[config.mk]
export PLATFORM = sky130hd
export DESIGN_NAME = branch_resolve_queue_flat
export DESIGN_NICKNAME = d
export VERILOG_FILES = /design/src/rtl/branch_resolve_queue_if.sv /design/src/rtl/branch_resolve_queue.sv /design/src/flat_wrapper.sv
export SDC_FILE = /design/constraint.sdc
export NUM_CORES = 1
export LEC_CHECK = 0
export BUFFER_PORTS_ARGS = -buffer_cell sky130_fd_sc_hd__buf_2
export CORE_ASPECT_RATIO = 1.4
export CORE_MARGIN = 2
export CORE_UTILIZATION = 50
export DETAILED_ROUTE_END_ITERATION = 12
export GPL_TIMING_DRIVEN = 0
export HOLD_SLACK_MARGIN = 0.15
export PLACE_DENSITY = 0.69
export SLEW_MARGIN = 10
export SYNTH_ARGS = -nofsm -noshare
export SYNTH_HDL_FRONTEND = slang
export SYNTH_SLANG_ARGS = --single-unit
[constraint.sdc]
create_clock -name clk -period 14 [get_ports clk]
set_input_delay 0.7 -clock clk [delete_from_list [all_inputs] [get_ports clk]]
set_output_delay 0.7 -clock clk [all_outputs]
set_load 0.01 [all_outputs]
[src/rtl/branch_resolve_queue_if.sv]
// Handshake bundle between fetch/execute and the branch resolve queue.
// The master modport is the pipeline side and the slave modport is the queue itself.
interface branch_resolve_queue_if #(
  parameter int DEPTH          = 4,
  parameter int BHT_INDEX_BITS = 3,
  parameter int PHT_INDEX_BITS = 7
);
  localparam int CNT_W = $clog2(DEPTH) + 1;

  logic                      enq_valid;
  logic                      enq_ready;
  logic [31:0]               enq_pc;
  logic                      enq_pred_taken;
  logic [31:0]               enq_pred_target;
  logic [BHT_INDEX_BITS-1:0] enq_bht_index;
  logic [PHT_INDEX_BITS-1:0] enq_pht_index;

  logic                      res_valid;
  logic                      res_taken;
  logic [31:0]               res_target;
  logic                      flush;

  logic                      redirect_valid;
  logic [31:0]               redirect_pc;

  logic                      upd_valid;
  logic [BHT_INDEX_BITS-1:0] upd_bht_index;
  logic [PHT_INDEX_BITS-1:0] upd_pht_index;
  logic                      upd_taken;
  logic                      upd_correct;

  logic                      res_error;
  logic [CNT_W-1:0]          count;

  modport master (
    output enq_valid, enq_pc, enq_pred_taken, enq_pred_target, enq_bht_index, enq_pht_index,
    output res_valid, res_taken, res_target, flush,
    input  enq_ready, redirect_valid, redirect_pc,
    input  upd_valid, upd_bht_index, upd_pht_index, upd_taken, upd_correct,
    input  res_error, count
  );

  modport slave (
    input  enq_valid, enq_pc, enq_pred_taken, enq_pred_target, enq_bht_index, enq_pht_index,
    input  res_valid, res_taken, res_target, flush,
    output enq_ready, redirect_valid, redirect_pc,
    output upd_valid, upd_bht_index, upd_pht_index, upd_taken, upd_correct,
    output res_error, count
  );
endinterface

[src/rtl/branch_resolve_queue.sv]
// In-order queue of in-flight branch predictions with mispredict redirect and predictor training.
// Optional BRQ_STATS_EN adds saturating resolved/mispredict counters.
module branch_resolve_queue #(
  parameter int DEPTH          = 4,
  parameter int BHT_INDEX_BITS = 3,
  parameter int PHT_INDEX_BITS = 7
) (
  input logic                   clk,
  input logic                   rst,
  branch_resolve_queue_if.slave brq
`ifdef BRQ_STATS_EN
  ,
  output logic [31:0]           stat_resolved,
  output logic [31:0]           stat_mispredict
`endif
);

  localparam int PTR_W = $clog2(DEPTH);
  localparam int CNT_W = PTR_W + 1;
  localparam logic [CNT_W-1:0] FULL = CNT_W'(DEPTH);

  logic [31:0]               pc_mem     [DEPTH];
  logic                      taken_mem  [DEPTH];
  logic [31:0]               target_mem [DEPTH];
  logic [BHT_INDEX_BITS-1:0] bht_mem    [DEPTH];
  logic [PHT_INDEX_BITS-1:0] pht_mem    [DEPTH];

  logic [PTR_W-1:0] head;
  logic [PTR_W-1:0] tail;
  logic [PTR_W-1:0] head_next;
  logic [CNT_W-1:0] occ;
  logic             enq_fire;
  logic             res_fire;
  logic             mispredict;

  assign brq.enq_ready = (occ != FULL);
  assign brq.count     = occ;
  assign enq_fire      = brq.enq_valid && brq.enq_ready;
  assign res_fire      = brq.res_valid && (occ != '0);
  assign head_next     = head + PTR_W'(1);

  // Target only matters when both the prediction and the outcome say taken.
  assign mispredict = (taken_mem[head] != brq.res_taken) ||
                      (taken_mem[head] && brq.res_taken && (target_mem[head] != brq.res_target));

  always_ff @(posedge clk) begin
    if (rst) begin
      head <= '0;
      tail <= '0;
      occ  <= '0;
      for (int i = 0; i < DEPTH; i++) begin
        pc_mem[i]     <= '0;
        taken_mem[i]  <= 1'b0;
        target_mem[i] <= '0;
        bht_mem[i]    <= '0;
        pht_mem[i]    <= '0;
      end
    end else if (brq.flush) begin
      head <= '0;
      tail <= '0;
      occ  <= '0;
    end else if (res_fire && mispredict) begin
      // Everything younger is wrong-path, including a same-cycle enqueue.
      head <= head_next;
      tail <= head_next;
      occ  <= '0;
    end else begin
      if (enq_fire) begin
        pc_mem[tail]     <= brq.enq_pc;
        taken_mem[tail]  <= brq.enq_pred_taken;
        target_mem[tail] <= brq.enq_pred_target;
        bht_mem[tail]    <= brq.enq_bht_index;
        pht_mem[tail]    <= brq.enq_pht_index;
        tail             <= tail + PTR_W'(1);
      end
      if (res_fire) begin
        head <= head_next;
      end
      case ({enq_fire, res_fire})
        2'b10:   occ <= occ + CNT_W'(1);
        2'b01:   occ <= occ - CNT_W'(1);
        default: occ <= occ;
      endcase
    end
  end

  // Pulses follow the resolve regardless of flush; data fields hold between resolves.
  always_ff @(posedge clk) begin
    if (rst) begin
      brq.upd_valid      <= 1'b0;
      brq.upd_bht_index  <= '0;
      brq.upd_pht_index  <= '0;
      brq.upd_taken      <= 1'b0;
      brq.upd_correct    <= 1'b0;
      brq.redirect_valid <= 1'b0;
      brq.redirect_pc    <= '0;
      brq.res_error      <= 1'b0;
    end else begin
      brq.upd_valid      <= res_fire;
      brq.redirect_valid <= res_fire && mispredict;
      brq.res_error      <= brq.res_valid && (occ == '0);
      if (res_fire) begin
        brq.upd_bht_index <= bht_mem[head];
        brq.upd_pht_index <= pht_mem[head];
        brq.upd_taken     <= brq.res_taken;
        brq.upd_correct   <= !mispredict;
        if (mispredict) begin
          brq.redirect_pc <= brq.res_taken ? brq.res_target : (pc_mem[head] + 32'd8);
        end
      end
    end
  end

`ifdef BRQ_STATS_EN
  always_ff @(posedge clk) begin
    if (rst) begin
      stat_resolved   <= '0;
      stat_mispredict <= '0;
    end else begin
      if (brq.upd_valid && (stat_resolved != 32'hFFFF_FFFF)) begin
        stat_resolved <= stat_resolved + 32'd1;
      end
      if (brq.redirect_valid && (stat_mispredict != 32'hFFFF_FFFF)) begin
        stat_mispredict <= stat_mispredict + 32'd1;
      end
    end
  end
`endif

endmodule

[src/flat_wrapper.sv]
// flat-port wrapper written by rule: the top's interface ports become plain ports
module branch_resolve_queue_flat 
#(
  parameter int DEPTH          = 4,
  parameter int BHT_INDEX_BITS = 3,
  parameter int PHT_INDEX_BITS = 7
)
  (clk, rst, brq_enq_valid, brq_enq_pc, brq_enq_pred_taken, brq_enq_pred_target, brq_enq_bht_index, brq_enq_pht_index, brq_res_valid, brq_res_taken, brq_res_target, brq_flush, brq_enq_ready, brq_redirect_valid, brq_redirect_pc, brq_upd_valid, brq_upd_bht_index, brq_upd_pht_index, brq_upd_taken, brq_upd_correct, brq_res_error, brq_count);
  branch_resolve_queue_if #(.DEPTH(DEPTH), .BHT_INDEX_BITS(BHT_INDEX_BITS), .PHT_INDEX_BITS(PHT_INDEX_BITS)) brq_i ();
  input logic clk;
  input logic rst;
  input wire logic [$bits(brq_i.enq_valid)-1:0] brq_enq_valid;
  input wire logic [$bits(brq_i.enq_pc)-1:0] brq_enq_pc;
  input wire logic [$bits(brq_i.enq_pred_taken)-1:0] brq_enq_pred_taken;
  input wire logic [$bits(brq_i.enq_pred_target)-1:0] brq_enq_pred_target;
  input wire logic [$bits(brq_i.enq_bht_index)-1:0] brq_enq_bht_index;
  input wire logic [$bits(brq_i.enq_pht_index)-1:0] brq_enq_pht_index;
  input wire logic [$bits(brq_i.res_valid)-1:0] brq_res_valid;
  input wire logic [$bits(brq_i.res_taken)-1:0] brq_res_taken;
  input wire logic [$bits(brq_i.res_target)-1:0] brq_res_target;
  input wire logic [$bits(brq_i.flush)-1:0] brq_flush;
  output wire logic [$bits(brq_i.enq_ready)-1:0] brq_enq_ready;
  output wire logic [$bits(brq_i.redirect_valid)-1:0] brq_redirect_valid;
  output wire logic [$bits(brq_i.redirect_pc)-1:0] brq_redirect_pc;
  output wire logic [$bits(brq_i.upd_valid)-1:0] brq_upd_valid;
  output wire logic [$bits(brq_i.upd_bht_index)-1:0] brq_upd_bht_index;
  output wire logic [$bits(brq_i.upd_pht_index)-1:0] brq_upd_pht_index;
  output wire logic [$bits(brq_i.upd_taken)-1:0] brq_upd_taken;
  output wire logic [$bits(brq_i.upd_correct)-1:0] brq_upd_correct;
  output wire logic [$bits(brq_i.res_error)-1:0] brq_res_error;
  output wire logic [$bits(brq_i.count)-1:0] brq_count;
  assign brq_i.enq_valid = brq_enq_valid;
  assign brq_i.enq_pc = brq_enq_pc;
  assign brq_i.enq_pred_taken = brq_enq_pred_taken;
  assign brq_i.enq_pred_target = brq_enq_pred_target;
  assign brq_i.enq_bht_index = brq_enq_bht_index;
  assign brq_i.enq_pht_index = brq_enq_pht_index;
  assign brq_i.res_valid = brq_res_valid;
  assign brq_i.res_taken = brq_res_taken;
  assign brq_i.res_target = brq_res_target;
  assign brq_i.flush = brq_flush;
  assign brq_enq_ready = brq_i.enq_ready;
  assign brq_redirect_valid = brq_i.redirect_valid;
  assign brq_redirect_pc = brq_i.redirect_pc;
  assign brq_upd_valid = brq_i.upd_valid;
  assign brq_upd_bht_index = brq_i.upd_bht_index;
  assign brq_upd_pht_index = brq_i.upd_pht_index;
  assign brq_upd_taken = brq_i.upd_taken;
  assign brq_upd_correct = brq_i.upd_correct;
  assign brq_res_error = brq_i.res_error;
  assign brq_count = brq_i.count;
  branch_resolve_queue #(.DEPTH(DEPTH), .BHT_INDEX_BITS(BHT_INDEX_BITS), .PHT_INDEX_BITS(PHT_INDEX_BITS)) u_core (.clk(clk), .rst(rst), .brq(brq_i));
endmodule
### Word-level counts from Yosys, hierarchy flattened

Memory sizes are Yosys's and may differ from the RTL's. A register that Yosys moved wholly into a read port is not among the register bits.
Cells that the tools add are included.

* reductions and logical operators: 21
* add/sub/neg operators: 5
* mux-type cells: 34
* eq/ne operators: 5

Operators by type and width (count)
* $mux W32: 3
* $reduce_or A32 Y1: 2
* $add A32 B4 Y32 const B: 1
* $ne A32 B32 Y1: 1
* $mux W2: 15
* $mux W1: 13
* $mux W7: 1
* $reduce_or A7 Y1: 1
* $logic_and A1 B1 Y1: 6
* $pmux W3 S2: 1
* $reduce_bool A2 Y1: 3
* $reduce_or A3 Y1: 2
* $add A2 B1 Y2 const B: 2
* $add A3 B1 Y3 const B: 1
* $logic_not A3 Y1: 1
* $mux W3: 1
* $ne A3 B3 Y1 const B: 1
* $reduce_bool A3 Y1: 1
* $sub A3 B1 Y3 const B: 1
* $eq A2 B1 Y1 const B: 1
* $eq A2 B2 Y1 const B: 1
* $reduce_and A2 Y1: 1
* $reduce_or A2 Y1: 1
* $logic_not A1 Y1: 1
* 3 further kinds: 3

* memories kept: 5
* output and inout bits: 51
* bits of input ports: 113
* register bits after elaboration: 44
* bits in writable memories: 300
* logic and storage cells: 79

Memories
* u_core.pc_mem: words 4, bits a word 32, read ports 1, clocked after memory_dff 1, write ports 4, line branch_resolve_queue.sv:22 `logic [31:0] pc_mem [DEPTH];`
* u_core.target_mem: words 4, bits a word 32, read ports 1, clocked after memory_dff 1, write ports 4, line branch_resolve_queue.sv:24 `logic [31:0] target_mem [DEPTH];`
* u_core.pht_mem: words 4, bits a word 7, read ports 1, clocked after memory_dff 1, write ports 4, line branch_resolve_queue.sv:26 `logic [PHT_INDEX_BITS-1:0] pht_mem [DEPTH];`
* u_core.bht_mem: words 4, bits a word 3, read ports 1, clocked after memory_dff 1, write ports 4, line branch_resolve_queue.sv:25 `logic [BHT_INDEX_BITS-1:0] bht_mem [DEPTH];`
* u_core.taken_mem: words 4, bits a word 1, read ports 1, clocked after memory_dff 1, write ports 4, line branch_resolve_queue.sv:23 `logic taken_mem [DEPTH];`

### Depth between registers and ports, before layout

* depth in word-level cells: 10
* depth in mapped cells: 13
* mapped depth without buffers: 10

### Worst setup path before layout

Ideal clock, no wire load.

* path type: register -> register
* start: register with a tool-made name
* end: memory u_core.bht_mem[3][0] (enable)
* buffers on the path: 5
* setup slack: 3.155 ns
* setup time: 0.713 ns
* required time: 13.287 ns
* arrival: 10.132 ns
* cell stages (with the launch flop): 11
* clock period less this slack: 10.845 ns
* cell sequence: dfxtp_1 buf_6 buf_8 buf_6 buf_2 mux4_2 ha_1 clkbuf_1 nand2_1 nand2_1 o41ai_1

RTL lines (line)
* to (decl): branch_resolve_queue.sv:25

==> reports/metrics.cfg <==
[outcome]
outcome = finished, final reports clean

[synth]
ys.flop_type = edfxtp_1
seq_area_frac_synth_pct = 61.9
synthCells = 1171
synth_top_area_cell = edfxtp_1
synth_top_area_share_pct = 55.1
yosys-top-cells-area = edfxtp_1 (55%), mux4_2 (10%), and2_1 (8.6%)
syn_area_sq_um = 16400
yosysMostFrequentCell = edfxtp_1
ys_top_cells_by_count = edfxtp_1 (300), and2_1 (226), and3_1 (80)
synth_cell_types = 54
synth.net_count = 1288
syn_area_per_cell_sq_um = 14.0
synth-async-reset-ratio_pct = 0
synth-seq-cells = 356
synth_edf_count = 300
synth_warnings = 0

[sta]
finClkSkew_ps = 23.9
tightestPinTransition_ps = 802
setup_slack_ps = 8850
rsz0062_at_grt = false
layout_min_cycle_time_ps = 5150
fin_hold_ws_ps = 455
setup_violations = 0
hold_viol = 0
relSlewSlack_pct = 46.5
fin_crit_sh_pct = 36.8
drv_slew = 0
fmax_mhz = 194
tns_ps = 0

[clock_tree]
cts.repair.resized = 0
clockBufferDepth = 3
clkSinkCount = 356
clkLatencyLatePin_ps = 540
cts_hold_buffers = 0
root_buffer = clkbuf_16
tritoncts = built
clkTransAtPathRegs_ps = 60
cts_buffers = 35
cts_setup_buffers = 0
ctsHtreeMaxLevel = 2

[worst_setup_path]
end_kind = flip-flop
crit_fanout = 10
r2r_end = u_core.pc_mem[3][14]
cp.arrival_ps = 5380
path_class = reg2reg
rr_worst_depth = 14
cp.required_ps = 14230
start_kind = flip-flop
worst-r2r-setup-slack_ps = 8850

[placed_design]
dpl_cell_area_sq_um = 17900
dp_slack_ps = 8890
routabilityCongestion = 0.905
portBuffers = 163
dp_cells = 1791
dp_hpwl_microns = 31900

[global_route]
grt-ovfl-total = 0
grt_pass1_vias = 10700
antenna_found_initial = 0
grt_pass1_wl_microns = 65500
grt.total_usage_pct = 26.3
grt_max_degree = 49

[worst_hold_path]
hp-class = reg2reg
min_from = u_core.brq.upd_pht_index[4]
whs_endpoint = u_core.brq.upd_pht_index[4]
hold_depth = 2

[floorplan]
die-area_sq_um = 34200
rows = 78
pin_count = 164
die_w_microns = 157
die_h_microns = 218
core-area_sq_um = 32300
start_util_pct = 50.6

[route]
routed-via-count = 10700
drt_pass1_iterations = 5
ant_nets = 0
wire_per_inst_microns = 24.0
drt_iter0_markers = 805
post-route-drc-count = 0
drt_wl_total_microns = 44400
vias_per_cell = 5.78

[layout]
final_util_pct = 58.7
stdcell_count = 1852
stdcell_area_sq_um = 19000
drive_gt1_share_pct = 24.4
finalNetCount = 1505
syn2layout_area_growth_pct = 16.0
n_antenna_cell = 0

[flow_run]
maxCapViolCount = 0

[power_and_ir_drop]
power_mw = 2.30
powerDensity_nw_per_um2 = 121
vdd_drop_max_mv = 0.112
leakage_nw = 7.32

[state kept, by name, summed over array words and instances (netlist names), 3 cells and up, named ones only]
| register | cells |
|---|---|
| u_core.pc_mem | 128 |
| u_core.target_mem | 128 |
| u_core.brq.redirect_pc | 32 |
| u_core.pht_mem | 28 |
| u_core.bht_mem | 12 |
| u_core.brq.upd_pht_index | 7 |
| u_core.taken_mem | 4 |
| u_core.brq.count | 3 |
| u_core.brq.upd_bht_index | 3 |
[area by class of cell]
class,count,area [sq um]
buffer,89,442
clock buffer,45,913
clock inverter,16,138
fill,2610,13300
inverter,11,41.3
multi-input combinational,715,5760
sequential,356,10100
tap,440,551
timing repair buffer,180,993
[worst max path at each step]
stage                         endpoint  cells past startpoint  slack [ps]
6_report          u_core.pc_mem[3][14]                     14        8850
5_1_grt           u_core.pc_mem[3][16]                     14        8560
4_1_cts           u_core.pc_mem[3][14]                     14        8830
3_5_place_dp      u_core.pc_mem[3][16]                     14        8890
3_3_place_gp   u_core.target_mem[3][5]                     10       -4080
2_1_floorplan     u_core.bht_mem[3][0]                     10        3160
[per-layer routing]
layer	vias to the layer above	part of all wire [%]	track usage [%]
li1	4778	-	-
met1	5341	37	32.1
met2	466	52	45.9
met3	118	7.2	4.27
met4	0	4.5	12.0
met5	-	0	0
[where the power goes]
| part | internal (mW) | switching [mW] |
|---|---|---|
| sequential | 1.20 | 0.0149 |
| combinational | 0.0749 | 0.118 |
| clock | 0.501 | 0.394 |
| total | 1.77 | 0.527 |
[layout by cell type, fill, tap and decap left out, types with 21 or more instances in the layout]
master | netlist | final
nand4_1 | 34 | 34
clkbuf_16 | 0 | 35
and2_1 | 226 | 226
and3_1 | 80 | 80
a21oi_1 | 23 | 23
o21ai_0 | 36 | 36
dfxtp_1 | 56 | 56
xor2_1 | 21 | 21
mux4_2 | 75 | 75
buf_2 | 9 | 176
edfxtp_1 | 300 | 300
xnor2_1 | 44 | 44
clkbuf_1 | 55 | 65
nand2_1 | 51 | 51
buf_4 | 13 | 23
[worst max-delay path: stages, from the launching register on]
cell and delay [ps]:
dfxtp_1 330, buf_4 240, buf_4 260, buf_2 350, buf_1 570, mux4_2 470
ha_1 290, clkbuf_1 180, nand2_1 310, nand2_1 350, o41ai_2 640, buf_4 280
buf_4 170, buf_4 170, buf_2 210
[cells by family after synthesis]
kind of cell	Yosys count	synth area share, %
flip-flops	356	61.9
AO/OA/AOI/OAI	103	4.00
XOR/XNOR	65	3.48
AND/OR/NAND/NOR	467	16.9
buffers and inverters	100	2.95
adder cells (fa/ha/maj)	4	0.352
multiplexers	76	10.4
(Power assumes the default switching activity.)
